==> config.mk <==
export PLATFORM = sky130hd
export DESIGN_NAME = ctrl_pipe_flat
export DESIGN_NICKNAME = d
export VERILOG_FILES = /design/src/rtl/ctrl_pkg.sv /design/src/rtl/ctrl_pipe_if.sv /design/src/rtl/ctrl_pipe_fwd_unit.sv /design/src/rtl/ctrl_pipe.sv /design/src/flat_wrapper.sv
export SDC_FILE = /design/constraint.sdc
export NUM_CORES = 1
export LEC_CHECK = 0
export BUFFER_PORTS_ARGS = -buffer_cell sky130_fd_sc_hd__clkbuf_2
export CAP_MARGIN = 5
export CORE_ASPECT_RATIO = 0.5
export CORE_MARGIN = 2
export CORE_UTILIZATION = 54
export CTS_CLUSTER_SIZE = 28
export DETAILED_ROUTE_END_ITERATION = 10
export GPL_ROUTABILITY_DRIVEN = 0
export GPL_TIMING_DRIVEN = 0
export PLACE_DENSITY = 0.9
export RECOVER_POWER = 25
export SLEW_MARGIN = 40
export SYNTH_ARGS = -nofsm -noshare
export SYNTH_HDL_FRONTEND = slang
export SYNTH_HIERARCHICAL = 1
export SYNTH_SLANG_ARGS = --single-unit
==> constraint.sdc <==
create_clock -name clk -period 3.3 [get_ports clk]
set_input_delay 0.165 -clock clk [delete_from_list [all_inputs] [get_ports clk]]
set_output_delay 0.165 -clock clk [all_outputs]
set_load 0.1 [all_outputs]
==> src/rtl/ctrl_pkg.sv <==
// Shared control-bundle types, forwarding encodings and MIPS opcodes for
// the pipeline control carrier.
package ctrl_pkg;

  localparam int CTRL_AOP_W = 2;

  typedef struct packed {
    logic                  RegDst;
    logic                  ALUSrc;
    logic                  MemtoReg;
    logic                  RegWrite;
    logic                  MemRead;
    logic                  MemWrite;
    logic                  Branch;
    logic [CTRL_AOP_W-1:0] AluOP;
  } ctrl_t;

  localparam ctrl_t CTRL_NOP = '0;

  localparam logic [1:0] FWD_RF  = 2'b00;
  localparam logic [1:0] FWD_MEM = 2'b10;
  localparam logic [1:0] FWD_WB  = 2'b01;

  localparam logic [5:0] OP_R    = 6'b000000;
  localparam logic [5:0] OP_LW   = 6'b100011;
  localparam logic [5:0] OP_SW   = 6'b101011;
  localparam logic [5:0] OP_BEQ  = 6'b000100;
  localparam logic [5:0] OP_BNE  = 6'b000101;
  localparam logic [5:0] OP_ADDI = 6'b001000;
  localparam logic [5:0] OP_J    = 6'b000010;

  // Decoder don't-cares arrive as X; only a definite 1 survives capture.
  function automatic ctrl_t sanitize(input ctrl_t c);
    logic [$bits(ctrl_t)-1:0] raw;
    logic [$bits(ctrl_t)-1:0] clean;
    raw = c;
    for (int i = 0; i < $bits(ctrl_t); i++) clean[i] = (raw[i] === 1'b1);
    return ctrl_t'(clean);
  endfunction

endpackage

==> src/rtl/ctrl_pipe_if.sv <==
// ID-side inputs and per-stage control outputs of the pipeline control carrier.
interface ctrl_pipe_if
  import ctrl_pkg::*;
#(
  parameter int REG_W = 5,
  parameter int AOP_W = 2
);

  logic             id_valid;
  logic             id_RegDst, id_ALUSrc, id_MemtoReg, id_RegWrite;
  logic             id_MemRead, id_MemWrite, id_Branch;
  logic [AOP_W-1:0] id_AluOP;
  logic [REG_W-1:0] id_rs, id_rt, id_rd;
  logic             branch_taken;

  logic             ex_ALUSrc;
  logic [AOP_W-1:0] ex_AluOP;
  logic [REG_W-1:0] ex_rs, ex_rt;
  logic             mem_MemRead, mem_MemWrite, mem_Branch;
  logic             wb_MemtoReg, wb_RegWrite;
  logic [REG_W-1:0] wb_dest;
  logic             stall;
  logic [1:0]       fwd_a, fwd_b;

  modport master (
    output id_valid, id_RegDst, id_ALUSrc, id_MemtoReg, id_RegWrite,
           id_MemRead, id_MemWrite, id_Branch, id_AluOP, id_rs, id_rt, id_rd,
           branch_taken,
    input  ex_ALUSrc, ex_AluOP, ex_rs, ex_rt, mem_MemRead, mem_MemWrite,
           mem_Branch, wb_MemtoReg, wb_RegWrite, wb_dest, stall, fwd_a, fwd_b
  );

  modport slave (
    input  id_valid, id_RegDst, id_ALUSrc, id_MemtoReg, id_RegWrite,
           id_MemRead, id_MemWrite, id_Branch, id_AluOP, id_rs, id_rt, id_rd,
           branch_taken,
    output ex_ALUSrc, ex_AluOP, ex_rs, ex_rt, mem_MemRead, mem_MemWrite,
           mem_Branch, wb_MemtoReg, wb_RegWrite, wb_dest, stall, fwd_a, fwd_b
  );

endinterface

==> src/rtl/ctrl_pipe_fwd_unit.sv <==
// EX operand forwarding selects; the younger EX/MEM result wins over MEM/WB.
module fwd_unit
  import ctrl_pkg::*;
#(
  parameter int REG_W = 5
) (
  input  logic [REG_W-1:0] ex_rs,
  input  logic [REG_W-1:0] ex_rt,
  input  logic             mem_reg_write,
  input  logic [REG_W-1:0] mem_dest,
  input  logic             wb_reg_write,
  input  logic [REG_W-1:0] wb_dest,
  output logic [1:0]       fwd_a,
  output logic [1:0]       fwd_b
);

  function automatic logic [1:0] pick(
    input logic [REG_W-1:0] src,
    input logic             m_we,
    input logic [REG_W-1:0] m_dst,
    input logic             w_we,
    input logic [REG_W-1:0] w_dst
  );
    if (m_we && (m_dst != '0) && (m_dst == src)) return FWD_MEM;
    if (w_we && (w_dst != '0) && (w_dst == src)) return FWD_WB;
    return FWD_RF;
  endfunction

  always_comb begin
    fwd_a = pick(ex_rs, mem_reg_write, mem_dest, wb_reg_write, wb_dest);
    fwd_b = pick(ex_rt, mem_reg_write, mem_dest, wb_reg_write, wb_dest);
  end

endmodule

==> src/rtl/ctrl_pipe.sv <==
// Carries decoded MIPS control through ID/EX, EX/MEM and MEM/WB and produces
// the load-use stall, branch flush bubbles and EX forwarding selects.
module ctrl_pipe
  import ctrl_pkg::*;
#(
  parameter int REG_W = 5,
  parameter int AOP_W = 2
) (
  input logic        clk,
  input logic        reset_n,
  ctrl_pipe_if.slave bus
);

  ctrl_t            id_ctrl;
  ctrl_t            ex_ctrl_d, ex_ctrl_q;
  logic [REG_W-1:0] ex_rs_d, ex_rs_q, ex_rt_d, ex_rt_q, ex_rd_d, ex_rd_q;
  logic [REG_W-1:0] ex_dest;
  logic             mem_mem_read_d, mem_mem_read_q;
  logic             mem_mem_write_d, mem_mem_write_q;
  logic             mem_branch_d, mem_branch_q;
  logic             mem_memto_reg_d, mem_memto_reg_q;
  logic             mem_reg_write_d, mem_reg_write_q;
  logic [REG_W-1:0] mem_dest_d, mem_dest_q;
  logic             wb_memto_reg_d, wb_memto_reg_q;
  logic             wb_reg_write_d, wb_reg_write_q;
  logic [REG_W-1:0] wb_dest_d, wb_dest_q;
  logic             stall, flush;
  logic [1:0]       fwd_a, fwd_b;

  function automatic logic [REG_W-1:0] clean_reg(input logic [REG_W-1:0] r);
    logic [REG_W-1:0] c;
    for (int i = 0; i < REG_W; i++) c[i] = (r[i] === 1'b1);
    return c;
  endfunction

  always_comb begin
    id_ctrl          = CTRL_NOP;
    id_ctrl.RegDst   = bus.id_RegDst;
    id_ctrl.ALUSrc   = bus.id_ALUSrc;
    id_ctrl.MemtoReg = bus.id_MemtoReg;
    id_ctrl.RegWrite = bus.id_RegWrite;
    id_ctrl.MemRead  = bus.id_MemRead;
    id_ctrl.MemWrite = bus.id_MemWrite;
    id_ctrl.Branch   = bus.id_Branch;
    id_ctrl.AluOP    = CTRL_AOP_W'(bus.id_AluOP);
  end

  // A taken branch squashes the dependent instruction anyway, so it cancels the stall.
  assign flush = bus.branch_taken;
  assign stall = ex_ctrl_q.MemRead && (ex_rt_q != '0) &&
                 ((ex_rt_q == bus.id_rs) || (ex_rt_q == bus.id_rt)) &&
                 bus.id_valid && !flush;

  always_comb begin
    ex_ctrl_d = CTRL_NOP;
    ex_rs_d   = '0;
    ex_rt_d   = '0;
    ex_rd_d   = '0;
    if (bus.id_valid && !stall && !flush) begin
      ex_ctrl_d = sanitize(id_ctrl);
      ex_rs_d   = clean_reg(bus.id_rs);
      ex_rt_d   = clean_reg(bus.id_rt);
      ex_rd_d   = clean_reg(bus.id_rd);
    end
  end

  assign ex_dest = !ex_ctrl_q.RegWrite ? '0 : (ex_ctrl_q.RegDst ? ex_rd_q : ex_rt_q);

  always_comb begin
    mem_mem_read_d  = 1'b0;
    mem_mem_write_d = 1'b0;
    mem_branch_d    = 1'b0;
    mem_memto_reg_d = 1'b0;
    mem_reg_write_d = 1'b0;
    mem_dest_d      = '0;
    if (!flush) begin
      mem_mem_read_d  = ex_ctrl_q.MemRead;
      mem_mem_write_d = ex_ctrl_q.MemWrite;
      mem_branch_d    = ex_ctrl_q.Branch;
      mem_memto_reg_d = ex_ctrl_q.MemtoReg;
      mem_reg_write_d = ex_ctrl_q.RegWrite;
      mem_dest_d      = ex_dest;
    end
  end

  always_comb begin
    wb_memto_reg_d = mem_memto_reg_q;
    wb_reg_write_d = mem_reg_write_q;
    wb_dest_d      = mem_dest_q;
  end

  always_ff @(posedge clk) begin
    if (!reset_n) begin
      ex_ctrl_q       <= CTRL_NOP;
      ex_rs_q         <= '0;
      ex_rt_q         <= '0;
      ex_rd_q         <= '0;
      mem_mem_read_q  <= 1'b0;
      mem_mem_write_q <= 1'b0;
      mem_branch_q    <= 1'b0;
      mem_memto_reg_q <= 1'b0;
      mem_reg_write_q <= 1'b0;
      mem_dest_q      <= '0;
      wb_memto_reg_q  <= 1'b0;
      wb_reg_write_q  <= 1'b0;
      wb_dest_q       <= '0;
    end else begin
      ex_ctrl_q       <= ex_ctrl_d;
      ex_rs_q         <= ex_rs_d;
      ex_rt_q         <= ex_rt_d;
      ex_rd_q         <= ex_rd_d;
      mem_mem_read_q  <= mem_mem_read_d;
      mem_mem_write_q <= mem_mem_write_d;
      mem_branch_q    <= mem_branch_d;
      mem_memto_reg_q <= mem_memto_reg_d;
      mem_reg_write_q <= mem_reg_write_d;
      mem_dest_q      <= mem_dest_d;
      wb_memto_reg_q  <= wb_memto_reg_d;
      wb_reg_write_q  <= wb_reg_write_d;
      wb_dest_q       <= wb_dest_d;
    end
  end

  fwd_unit #(.REG_W(REG_W)) u_fwd (
    .ex_rs         (ex_rs_q),
    .ex_rt         (ex_rt_q),
    .mem_reg_write (mem_reg_write_q),
    .mem_dest      (mem_dest_q),
    .wb_reg_write  (wb_reg_write_q),
    .wb_dest       (wb_dest_q),
    .fwd_a         (fwd_a),
    .fwd_b         (fwd_b)
  );

  assign bus.ex_ALUSrc    = ex_ctrl_q.ALUSrc;
  assign bus.ex_AluOP     = AOP_W'(ex_ctrl_q.AluOP);
  assign bus.ex_rs        = ex_rs_q;
  assign bus.ex_rt        = ex_rt_q;
  assign bus.mem_MemRead  = mem_mem_read_q;
  assign bus.mem_MemWrite = mem_mem_write_q;
  assign bus.mem_Branch   = mem_branch_q;
  assign bus.wb_MemtoReg  = wb_memto_reg_q;
  assign bus.wb_RegWrite  = wb_reg_write_q;
  assign bus.wb_dest      = wb_dest_q;
  assign bus.stall        = stall;
  assign bus.fwd_a        = fwd_a;
  assign bus.fwd_b        = fwd_b;

endmodule

==> src/flat_wrapper.sv <==
// flat-port wrapper written by rule: the top's interface ports become plain ports
module ctrl_pipe_flat import ctrl_pkg::*;
#(
  parameter int REG_W = 5,
  parameter int AOP_W = 2
)
  (clk, reset_n, bus_id_valid, bus_id_RegDst, bus_id_ALUSrc, bus_id_MemtoReg, bus_id_RegWrite, bus_id_MemRead, bus_id_MemWrite, bus_id_Branch, bus_id_AluOP, bus_id_rs, bus_id_rt, bus_id_rd, bus_branch_taken, bus_ex_ALUSrc, bus_ex_AluOP, bus_ex_rs, bus_ex_rt, bus_mem_MemRead, bus_mem_MemWrite, bus_mem_Branch, bus_wb_MemtoReg, bus_wb_RegWrite, bus_wb_dest, bus_stall, bus_fwd_a, bus_fwd_b);
  ctrl_pipe_if #(.REG_W(REG_W), .AOP_W(AOP_W)) bus_i ();
  input logic clk;
  input logic reset_n;
  input wire logic [$bits(bus_i.id_valid)-1:0] bus_id_valid;
  input wire logic [$bits(bus_i.id_RegDst)-1:0] bus_id_RegDst;
  input wire logic [$bits(bus_i.id_ALUSrc)-1:0] bus_id_ALUSrc;
  input wire logic [$bits(bus_i.id_MemtoReg)-1:0] bus_id_MemtoReg;
  input wire logic [$bits(bus_i.id_RegWrite)-1:0] bus_id_RegWrite;
  input wire logic [$bits(bus_i.id_MemRead)-1:0] bus_id_MemRead;
  input wire logic [$bits(bus_i.id_MemWrite)-1:0] bus_id_MemWrite;
  input wire logic [$bits(bus_i.id_Branch)-1:0] bus_id_Branch;
  input wire logic [$bits(bus_i.id_AluOP)-1:0] bus_id_AluOP;
  input wire logic [$bits(bus_i.id_rs)-1:0] bus_id_rs;
  input wire logic [$bits(bus_i.id_rt)-1:0] bus_id_rt;
  input wire logic [$bits(bus_i.id_rd)-1:0] bus_id_rd;
  input wire logic [$bits(bus_i.branch_taken)-1:0] bus_branch_taken;
  output wire logic [$bits(bus_i.ex_ALUSrc)-1:0] bus_ex_ALUSrc;
  output wire logic [$bits(bus_i.ex_AluOP)-1:0] bus_ex_AluOP;
  output wire logic [$bits(bus_i.ex_rs)-1:0] bus_ex_rs;
  output wire logic [$bits(bus_i.ex_rt)-1:0] bus_ex_rt;
  output wire logic [$bits(bus_i.mem_MemRead)-1:0] bus_mem_MemRead;
  output wire logic [$bits(bus_i.mem_MemWrite)-1:0] bus_mem_MemWrite;
  output wire logic [$bits(bus_i.mem_Branch)-1:0] bus_mem_Branch;
  output wire logic [$bits(bus_i.wb_MemtoReg)-1:0] bus_wb_MemtoReg;
  output wire logic [$bits(bus_i.wb_RegWrite)-1:0] bus_wb_RegWrite;
  output wire logic [$bits(bus_i.wb_dest)-1:0] bus_wb_dest;
  output wire logic [$bits(bus_i.stall)-1:0] bus_stall;
  output wire logic [$bits(bus_i.fwd_a)-1:0] bus_fwd_a;
  output wire logic [$bits(bus_i.fwd_b)-1:0] bus_fwd_b;
  assign bus_i.id_valid = bus_id_valid;
  assign bus_i.id_RegDst = bus_id_RegDst;
  assign bus_i.id_ALUSrc = bus_id_ALUSrc;
  assign bus_i.id_MemtoReg = bus_id_MemtoReg;
  assign bus_i.id_RegWrite = bus_id_RegWrite;
  assign bus_i.id_MemRead = bus_id_MemRead;
  assign bus_i.id_MemWrite = bus_id_MemWrite;
  assign bus_i.id_Branch = bus_id_Branch;
  assign bus_i.id_AluOP = bus_id_AluOP;
  assign bus_i.id_rs = bus_id_rs;
  assign bus_i.id_rt = bus_id_rt;
  assign bus_i.id_rd = bus_id_rd;
  assign bus_i.branch_taken = bus_branch_taken;
  assign bus_ex_ALUSrc = bus_i.ex_ALUSrc;
  assign bus_ex_AluOP = bus_i.ex_AluOP;
  assign bus_ex_rs = bus_i.ex_rs;
  assign bus_ex_rt = bus_i.ex_rt;
  assign bus_mem_MemRead = bus_i.mem_MemRead;
  assign bus_mem_MemWrite = bus_i.mem_MemWrite;
  assign bus_mem_Branch = bus_i.mem_Branch;
  assign bus_wb_MemtoReg = bus_i.wb_MemtoReg;
  assign bus_wb_RegWrite = bus_i.wb_RegWrite;
  assign bus_wb_dest = bus_i.wb_dest;
  assign bus_stall = bus_i.stall;
  assign bus_fwd_a = bus_i.fwd_a;
  assign bus_fwd_b = bus_i.fwd_b;
  ctrl_pipe #(.REG_W(REG_W), .AOP_W(AOP_W)) u_core (.clk(clk), .reset_n(reset_n), .bus(bus_i));
endmodule
Word level (Yosys, flattened, before mapping)
Index checks and enable logic that the tools add are counted.

Register bits: 41. Input port bits: 28. Output and inout bits: 28. Logic and storage cells: 88.

Equal/unequal tests: 30. Mux-type cells: 15. Bitwise logic cells: 2. Reduce and logical (&&, ||, !) cells: 21.

Operators with widths (count): 5-bit equality test (6); 1-bit case equality test, second input constant (24); 2-bit two-way mux (8); 5-bit nonzero test (3); 1-bit logical AND (12); 1-bit two-way mux (6); 5-bit two-way mux (1); 3-bit OR reduction (1); 1-bit logical NOT (2); 1-bit NOT (2); 2-bit AND reduction (1); 2-bit OR reduction (1); 1-bit logical OR (1).

Longest topological paths before layout
Gate-level depths: netlist of the first run.

Word-level depth: 9. Gate-level depth with buffers: 5.

Cells and area by module
The synthesis of the first run kept the hierarchy.

Modules (own cells, without submodules): ctrl_pipe (times used 1, cells an instance 145, area each 1529.0 um^2, seq. area each 820.8 um^2); fwd_unit (times used 1, cells an instance 34, area each 270.3 um^2, seq. area each 0.0 um^2).

Worst setup path after synthesis of the first run
No wires, ideal clock.

Path kind: reg-to-output. Start point: register u_core.ex_rt_q[4] (netlist: u_core/bus.ex_rt[4]). End point: output port bus_fwd_b[0]. Arrival: 5498 ps. Data required time: 3135 ps. Setup slack: -2363 ps. Cell stages (with the launch flop): 5. Path buffers: 0. Path through: dfxtp_1 > xnor2_1 > nand3_1 > nor4_1 > nor4_2.

Longest elaborated chain between the ends: 6. Elaborated cells on any way between the ends: 10.

Ends and longest elaborated chain: start, declared (RTL line ctrl_pipe.sv:16) `logic [REG_W-1:0] ex_rs_d, ex_rs_q, ex_rt_d, ex_rt_q, ex_rd_d, ex_rd_q;`; start signal, assigned (RTL line ctrl_pipe.sv:110) `ex_rt_q <= ex_rt_d;`; 5-bit equality test (RTL line ctrl_pipe_fwd_unit.sv:25) `if (w_we && (w_dst != '0) && (w_dst == src)) return FWD_WB;`; 1-bit logical AND (RTL line ctrl_pipe_fwd_unit.sv:25); 1-bit two-way mux (2 in series) (RTL line ctrl_pipe_fwd_unit.sv:25); 2-bit two-way mux (RTL line ctrl_pipe_fwd_unit.sv:26) `return FWD_RF;`; 2-bit two-way mux (*) (RTL line ctrl_pipe_fwd_unit.sv:25); end, declared (RTL line flat_wrapper.sv:36) `output wire logic [$bits(bus_i.fwd_b)-1:0] bus_fwd_b;`.

Every way passes the cells marked *; elsewhere a longest branch is shown, timed or not. The select of a mux whose other input is x is not followed.

Final worst setup path of the first run
Start point: register u_core.ex_rt_q[3] (netlist: u_core/bus.ex_rt[3]). End point: output port bus_stall.

Longest elaborated chain between the ends: 5. Elaborated cells on any way between the ends: 8.

Ends and longest elaborated chain: 5-bit equality test / 5-bit nonzero test (equally long branches) (RTL line ctrl_pipe.sv:51, ctrl_pipe.sv:50); 1-bit logical OR / 1-bit logical AND (equally long branches) (RTL line ctrl_pipe.sv:51, ctrl_pipe.sv:50); 1-bit logical AND (*) (RTL line ctrl_pipe.sv:50) `assign stall = ex_ctrl_q.MemRead && (ex_rt_q != '0) &&`; 1-bit logical AND (*) (RTL line ctrl_pipe.sv:51) `((ex_rt_q == bus.id_rs) || (ex_rt_q == bus.id_rt)) &&`; 1-bit logical AND (*) (RTL line ctrl_pipe.sv:52) `bus.id_valid && !flush;`; end, declared (RTL line flat_wrapper.sv:34) `output wire logic [$bits(bus_i.stall)-1:0] bus_stall;`.

Every way passes the cells marked *; elsewhere a longest branch is shown, timed or not.

==> reports/summary.txt, run 1 <==
Die footprint: 0.00384 mm2
Simple-Gate Fraction of Synth Area: 19.1%
Ant. Diodes: 0
Part of the power in registers: 54.0%
Resized cells post-CTS: 0
# nets final: 269
Internal power: 0.708 mW
Worst skew pair latency: 290 ps
Post-Synth Adder-Cell Area: 0%
Synth top area cells: dfxtp_1, xnor2_1, a21oi_2
Element type at the critical path end: primary output
Number of max-cap violations: 0
Port bufs: 55
DR WL/cell: 13.6 um
Mux contribution to synthesized area: 2.78%
Largest family of logic cells by synthesized area: simple AND/OR/NAND/NOR gates
Commonest non-fill, non-tap cell in the layout: clkbuf_2
Clock Tree Root: clkbuf_8
Critical path type: flip-flop to primary output
Pin count of the biggest net entering global routing: 12
Cell Rows: 14
Initial Utilization: 58.4%
Power Dens Cells: 420 mW/mm2
Final min period: 2460 ps
Register area share after synthesis: 45.6%
Yosys reg bits: 41
Req. time, crit path: 3130 ps
Setup violators final: 0
Initial antenna violation count: 0
Chip width: 85.6 um
Syn Inst Count: 179
TritonCTS clock tree: built
Die Ht: 44.8 um
Crit-path cells: xnor2_1 -> nand3_1 -> o22ai_1 -> and3_2 -> clkbuf_2
TNS Setup: 0 ps
Hold depth: 3
Crit share post-route: 74.6%
Final WL: 3.83 mm
Clk sink count: 41
Slowest stage delay, CP: 560 ps
Switching Power: 0.241 mW
Multi-input gate area: 943 um2
Ys async rst share: 0%
Status: complete, no violations
EDFF count, synth: 0
CP delay by family, top: flip-flops
Logic pwr share: 12.5%
Crit path DAT: 2300 ps
Clock Path Buffers: 2
Post-Syn Area: 0.00180 mm2
Worst setup margin: 839 ps
CTS Buf Count: 5
CP startpoint kind: flip-flop
Final core occ: 73.2%
Commonest cells after routing, fill and taps aside: clkbuf_2, dfxtp_1, nand3_1, xnor2_1, a21oi_2
Slowest-stage cell, CP: dfxtp_1
WHS: 110 ps
Worst slack, placed: 1140 ps
IO Pins: 56
RSZ-0062 raised after global routing: no
Net Count, Synth: 207
Synth area leader: dfxtp_1
Hold EP: u_core/ex_rd_q[4]
CP Max Fanout: 7
Clock slew at reported path FFs: 70 ps
CTS Hold Bufs: 0
Post-Synth XOR/XNOR Area: 14.6%
Synth cell types: 24
Reg2reg end: u_core/bus.ex_ALUSrc
Share of the synthesized area in the top cell type: 45.6%
WP buf/inv: 1
CTS H-tree lvls: 2
FF+latch area: 821 um2
Setup slack, reg-to-reg: 1480 ps
Worst slew pin tran: 547 ps
Pleak: 0.912 nW
DRT iter0 DRCs: 38
Clk network pwr share: 33.5%
Top_reg_cell synth: dfxtp_1
HPWL Detailed: 2.92 mm
Post-CTS setup buffer count: 0
Final Hold Viols: 0
Sw frac: 25.4%
Max Fclk: 0.406 GHz
Post-DR vias/cell: 5.21
Share of cells above drive strength 1: 38.6%
DRT antenna net count: 0
Synth Area in Compound Gates: 13.4%
Slew HR: 63.5%
Vias in the first global route: 1,381
Core ar.: 0.00308 mm2
Syn Area/Cell: 10.1 um2
Grt total ovfl: 0
Worst reg-to-reg path cell count: 5
Peak supply drop: 0.229 mV
Area Overhead vs Synth: 25.5%
Count of pins over their slew limit: 0
DR DRC count: 0
Clk_skew: 5.12 ps
Hold Crit Start: bus_id_rd[4]
Synth warn: 6
Hold crit path type: primary input to flip-flop
DR pass1 iterations: 4
Routed vias: 1,465
Fillcell total: 244
GRT Overall Usage: 21.4%
Reg2Reg Launch Point: u_core/bus.ex_rt[3]
Global-route wire length before repair: 6.11 mm
## metrics by stage
stage	power (mW)	cells	cell area, um2
after floorplan	0.607	179	1850
after global placement	0.639	274	2170
after detailed placement	0.642	274	2170
after CTS	0.953	281	2260
after global routing	0.984	281	2260
final	0.949	281	2260
## routing by layer
metal	global-route usage (%)	vias up	part of all wire (%)
met5	0	-	0
met4	6.67	0	0.31
met3	6.95	2	6.7
met2	38.1	57	48
met1	25.5	668	45
li1	-	738	-
## flip-flops by register name (all words and copies together) (netlist names), 2 cells and up
register and flops:
u_core/bus.ex_rt 5, u_core/ex_ctrl_q 6, u_core/bus.ex_AluOP 2, u_core/mem_dest_q 5, u_core/bus.wb_dest 5, u_core/ex_rd_q 5
u_core/bus.ex_rs 5
## cells in the mapped netlist (2+ instances only)
cell type,instances
dfxtp_1,41
nand3_1,28
xnor2_1,26
a21oi_2,18
and2_1,11
clkbuf_1,7
nor2_1,6
mux2i_1,5
nand2_1,5
a21oi_1,4
buf_4,4
xor2_1,4
or4_1,3
a21oi_4,2
buf_6,2
nand4_1,2
nor2b_1,2
nor4_1,2
nor4_2,2
## worst min-delay path: cells and delay by family
family	cells	cell delay, ps
simple gates	1	70
buf+inv	1	80
compound gates	1	40
## how the worst max path moves through the flow
stage,from,to,slack [ps],cells past startpoint
3_5_place_dp,u_core/mem_dest_q[1],bus_fwd_b[0],1140,5
2_1_floorplan,u_core/bus.ex_rt[1],bus_fwd_b[0],200,3
3_3_place_gp,u_core/mem_dest_q[1],bus_fwd_b[0],1160,5
6_report,u_core/bus.ex_rt[3],bus_stall,840,5
5_1_grt,u_core/bus.ex_rt[3],bus_stall,720,5
4_1_cts,u_core/bus.ex_rt[3],bus_stall,820,5
## power by group through the flow
stage                     Combinational [mW]  Sequential, mW  Clock, mW
final                                  0.119           0.512      0.318
after global routing                   0.127           0.513      0.344
after floorplan                       0.0565           0.551          0
after detailed placement               0.118           0.523          0
after CTS                              0.119           0.512      0.322
after global placement                 0.116           0.523          0
## logic make-up after synthesis
family          Yosys count
compound gates           27
xor+xnor                 30
buf+inv                  14
flops                    41
mux                       5
simple gates             62
## layout make-up
class,count,share of cell area [%]
Multi-Input combinational cell,124,41.8
Buffer,13,3.49
Sequential cell,41,36.4
Clock buffer,7,3.82
Tap cell,40,2.22
Inverter,1,0.166
Timing Repair Buffer,55,12.1
Power figures use the tool's default switching activity.
==> inputs of run 2 (changes only) <==
- CORE_UTILIZATION: 54 -> 45
- PLACE_DENSITY: 0.9 -> 0.8
- clock period: 3.3 -> 2.1 ns (I/O delays scaled with it)
==> reports/summary.txt, run 2 (synthesis results as in run 1) <==
Status: complete, no violations
Worst slack, placed: 40.7 ps (-1100 ps)
Slowest stage delay, CP: 550 ps (about the same)
Critical path type: flip-flop to primary output
HPWL Detailed: 3.00 mm (+2.7%)
Setup crit start: u_core/mem_dest_q[3]
Worst skew pair latency: 300 ps (about the same)
CP Max Fanout: 4 (-3)
Final min period: 2070 ps
Worst slew pin tran: 545 ps (-1.31 ps)
TNS Setup: 0 ps (unchanged)
Count of pins over their slew limit: 0 (unchanged)
# nets final: 270 (+0.37%)
GRT Overall Usage: 18.9% (-2.6 points)
Pleak: 0.949 nW (+4.1%)
Max reg flops: 6 (unchanged)
Routed vias: 1,484 (+1.3%)
Area Overhead vs Synth: 33.2%
Hold Crit Start: bus_id_AluOP[0]
CTS H-tree lvls: 2 (unchanged)
Commonest cells after routing, fill and taps aside: clkbuf_2, nand3_1, xnor2_1, dfxtp_1, a21oi_2
TritonCTS clock tree: built
Core ar.: 0.00386 mm2 (+25%)
Share of cells above drive strength 1: 46.1% (+7.5 points)
WHS: 31.3 ps (-78.4 ps)
Final Hold Viols: 0 (unchanged)
DRT iter0 DRCs: 42 (+11%)
Crit-path cells: or4_4 -> o21ai_4 -> buf_6 -> nor4_4 -> nor4_4 -> buf_8
DRT antenna net count: 0 (unchanged)
Power Dens Cells: 684 mW/mm2 (+63%)
Initial Utilization: 46.6% (-12 points)
Port bufs: 55 (unchanged)
Req. time, crit path: 2000 ps (-1130 ps)
Number of max-cap violations: 0 (unchanged)
DR WL/cell: 13.6 um (-0.60%)
Design Power: 1.64 mW (+73%)
WP buf/inv: 2 (+1)
Die Ht: 48.7 um (+8.7%)
CTS Buf Count: 5 (unchanged)
Final Non-Filler Cells: 297 (+5.7%)
Clock Path Buffers: 2 (unchanged)
IO Pins: 56 (unchanged)
RSZ-0062 raised after global routing: yes
Die footprint: 0.00455 mm2 (+19%)
Largest register by flop count: u_core/ex_ctrl_q
CP startpoint kind: flip-flop
Vias in the first global route: 1,364 (-1.2%)
Peak supply drop: 0.385 mV (+68%)
Crit path DAT: 1960 ps (-340 ps)
Number of instances in the placed design: 288 (+5.1%)
Clk_skew: 9.76 ps (+4.64 ps)
Final core occ: 62.0% (-11 points)
Slowest-stage cell, CP: or4_4
Commonest non-fill, non-tap cell in the layout: clkbuf_2
Chip width: 93.4 um (+9.1%)
Reg2Reg Launch Point: u_core/bus.ex_rt[0]
DR pass1 iterations: 5 (+1)
Hold crit path type: primary input to flip-flop
Slew HR: 63.8% (+0.24 points)
Post-DR vias/cell: 5.00 (-4.2%)
Worst setup margin: 34.3 ps (-805 ps)
Ant. Diodes: 0 (unchanged)
Clock Tree Root: clkbuf_8
Max Fclk: 0.484 GHz
Pin count of the biggest net entering global routing: 13 (+1)
Setup violators final: 0 (unchanged)
Global-route wire length before repair: 6.49 mm (+6.2%)
DR DRC count: 0 (unchanged)
Crit share post-route: 98.4%
Cell Rows: 16 (+2)
Crit path top cell by count: nor4_4
Initial antenna violation count: 0 (unchanged)
Placed cell area: 0.00224 mm2 (+3.1%)
Grt total ovfl: 0 (unchanged)
Clk sink count: 41 (unchanged)
Clock slew at reported path FFs: 80 ps (about the same)
CP delay by family, top: simple AND/OR/NAND/NOR gates
Element type at the critical path end: primary output
Final WL: 4.03 mm (+5.1%)
Post-Layout Inst Area: 0.00240 mm2 (+6.2%)
-- run 2: changes by cell type in the layout (fill, tap and decap cells not counted), moves of 2 or more --
cell,previous run,this run
dfxtp_1,41,26
dfxtp_4,0,8
dfxtp_2,0,7
clkbuf_2,54,49
buf_8,0,2
-- run 2: worst min-delay path, stage by stage --
cell and delay [ps]:
clkbuf_2 80, nand3_1 60, a21oi_1 40
-- run 2: routing by layer --
layer	share of wire (%)	up-vias	GRT usage, %
met4	1.5	0	6.86
li1	-	737	-
met3	6.7	5	6.23
met2	45	45	27.8
met1	47	697	25.9
met5	0	-	0
-- run 2: cell type report --
type | count | area [um2]
well taps | 54 | 67.6
multi-input cells | 124 | 961
clock buffers | 7 | 86.3
clock inverters | 1 | 30.0
plain buffers | 13 | 78.8
inverters | 1 | 3.75
flip-flops and latches | 41 | 860
repair buffers | 56 | 310
fillers | 324 | 1470
-- run 2: repair_timing --
action | CTS | global route
hold buffers | 0 | 0
resized for setup | 7 | 7
setup buffers | 0 | 1
pin swaps | 1 | 3
hold endpoints to repair | 0 | 0
endpoints found under the setup margin | 3 | 4
-- run 2: final timing paths --
path	slack [ps]	cells after the start	to
max	30	6	bus_fwd_b[0]
min	30	3	u_core/bus.ex_AluOP[0]
min reg2reg	430	1	u_core/bus.mem_Branch
max reg2reg	560	4	u_core/bus.ex_rs[3]
-- run 2: where the power goes --
group | switching, mW | internal, mW
registers | 0.0135 | 0.783
logic | 0.127 | 0.0623
clock network | 0.265 | 0.387
total | 0.406 | 1.23
==> inputs of run 3 (changes only) <==
- CORE_UTILIZATION: 45 -> 50
- PLACE_DENSITY: 0.8 -> 0.84
- clock period: 2.1 -> 2.2 ns (I/O delays scaled with it)
==> reports/summary.txt, run 3 (synthesis results as in run 1) <==
Area Overhead vs Synth: 30.7%
Max Fclk: 0.475 GHz
Clock Tree Root: clkbuf_8
Clock Path Buffers: 2 (unchanged)
Port bufs: 55 (unchanged)
Die footprint: 0.00412 mm2 (-9.4%)
Largest register by flop count: u_core/ex_ctrl_q
CTS H-tree lvls: 2 (unchanged)
HPWL Detailed: 2.90 mm (-3.1%)
Ant. Diodes: 0 (unchanged)
Final min period: 2110 ps
Commonest non-fill, non-tap cell in the layout: clkbuf_2
Fillcell total: 283 (-13%)
DRT iter0 DRCs: 81 (+93%)
Crit share post-route: 95.7%
Routed vias: 1,480 (-0.27%)
CP Max Fanout: 4 (unchanged)
Element type at the critical path end: primary output
Pleak: 0.926 nW (-2.4%)
Setup crit start: u_core/mem_dest_q[4]
Clk sink count: 41 (unchanged)
Logic pwr share: 12.7% (+1.1 points)
# nets final: 269 (-0.37%)
Hold depth: 3 (unchanged)
Met2 GRT Util: 31.3% (+3.5 points)
Switching Power: 0.360 mW (-11%)
Final WL: 3.87 mm (-4.0%)
Internal power: 1.06 mW (-14%)
Post-CTS setup buffer count: 0 (unchanged)
Peak supply drop: 0.391 mV (+1.6%)
GRT Overall Usage: 19.5% (+0.60 points)
Hold EP: u_core/ex_rd_q[4]
Initial antenna violation count: 0 (unchanged)
Met1 usage: 26.7% (+0.87 points)
Grt total ovfl: 0 (unchanged)
CTS Buf Count: 5 (unchanged)
Gr busiest metal: met2
Critical path type: flip-flop to primary output
Cell Rows: 15 (-1)
Post-DR vias/cell: 5.05 (+1.1%)
IO Pins: 56 (unchanged)
CP startpoint kind: flip-flop
Number of instances in the placed design: 285 (-1.0%)
Hold Crit Start: bus_id_rd[4]
Pin count of the biggest net entering global routing: 13 (unchanged)
Max reg flops: 6 (unchanged)
Die Ht: 46.4 um (-4.7%)
Design Power: 1.42 mW (-13%)
DR WL/cell: 13.2 um (-2.6%)
Reg2reg end: u_core/bus.ex_ALUSrc
Status: complete, no violations
Vias in the first global route: 1,304 (-4.4%)
Setup slack, reg-to-reg: 660 ps (+100 ps)
Crit path DAT: 2000 ps (+40 ps)
Global-route wire length before repair: 5.92 mm (-8.8%)
Count of pins over their slew limit: 0 (unchanged)
DR pass1 iterations: 4 (-1)
Final Non-Filler Cells: 293 (-1.3%)
Clk network pwr share: 33.8% (-6.0 points)
Part of the power in registers: 53.5% (+4.9 points)
DR DRC count: 0 (unchanged)
Commonest cells after routing, fill and taps aside: clkbuf_2, nand3_1, dfxtp_1, xnor2_1, a21oi_2
Clk_skew: 6.79 ps (-2.97 ps)
Final Hold Viols: 0 (unchanged)
Req. time, crit path: 2090 ps (+90 ps)
DRT antenna net count: 0 (unchanged)
Sw frac: 25.3% (+0.54 points)
Worst reg-to-reg path cell count: 4 (unchanged)
Reg2Reg Launch Point: u_core/bus.ex_rt[0]
Worst skew pair latency: 280 ps (-20 ps)
Hold crit path type: primary input to flip-flop
Power Dens Cells: 605 mW/mm2 (-11%)
TritonCTS clock tree: built
Slew HR: 63.7% (about the same)
RSZ-0062 raised after global routing: no
Setup violators final: 0 (unchanged)
Chip width: 88.8 um (-4.9%)
CTS Hold Bufs: 0 (unchanged)
Initial Utilization: 52.4% (+5.8 points)
Core ar.: 0.00343 mm2 (-11%)
Clock slew at reported path FFs: 70 ps (about the same)
Number of max-cap violations: 0 (unchanged)
GR Util met3: 5.91% (-0.32 points)
Share of cells above drive strength 1: 45.0% (-1.0 points)
Worst slew pin tran: 546 ps (+0.941 ps)
-- run 3: how the worst max path moves through the flow --
stage | depth (start not counted) | to | slack (ps)
final | 5 | bus_fwd_a[0] | 90
after global routing | 5 | bus_fwd_b[0] | 20
after CTS | 5 | bus_fwd_b[0] | 40
after detailed placement | 5 | bus_fwd_b[0] | 160
after global placement | 5 | bus_fwd_b[0] | 170
after floorplan | 4 | bus_fwd_b[0] | -330
-- run 3: final cells by class --
| type | count | area (um2) | share of cell area (%) |
|---|---|---|---|
| multi-input cells | 124 | 961 | 40.9 |
| flip-flops and latches | 41 | 858 | 36.5 |
| inverters | 1 | 3.75 | 0.160 |
| well taps | 51 | 63.8 | 2.71 |
| plain buffers | 13 | 78.8 | 3.35 |
| repair buffers | 55 | 295 | 12.6 |
| clock buffers | 8 | 90.1 | 3.83 |
-- run 3: metal layers --
metal | vias up | routed length, um
met4 | 0 | 0
met2 | 51 | 1800
met1 | 694 | 1800
li1 | 735 | -
met3 | 0 | 263
met5 | - | 0
-- run 3: power by group through the flow --
stage          Sequential, mW  Combinational, mW  Clock [mW]
6_report                0.762              0.180       0.481
2_1_floorplan           0.820             0.0849           0
3_5_place_dp            0.779              0.178           0
5_1_grt                 0.762              0.193       0.526
3_3_place_gp            0.778              0.175           0
4_1_cts                 0.761              0.179       0.499
-- run 3: critical path, cell delays in order (launching register included) --
cell and delay, ps:
dfxtp_1 350, or4_4 540, o21ai_4 200, nor4_4 80, nor4_4 260, clkbuf_8 280
-- run 3: per-stage QoR --
stage / setup TNS, ps / utilization, % / hold slack [ps] / instance area (um2) / worst slack (ps)
after floorplan: -634 / - / 229 / 1900 / -332
after global placement: 0 / 65.1 / 348 / 2230 / 170
after detailed placement: 0 / 65.1 / 351 / 2230 / 160
after CTS: 0 / 68.3 / 45.0 / 2340 / 42.7
after global routing: 0 / 68.5 / 54.6 / 2350 / 15.9
final: 0 / 68.5 / 56.9 / 2350 / 94.5
-- run 3: repair_timing --
action	CTS	global route
endpoints found under the setup margin	3	3
gates cloned	0	0
resized for setup	5	2
pin swaps	0	1
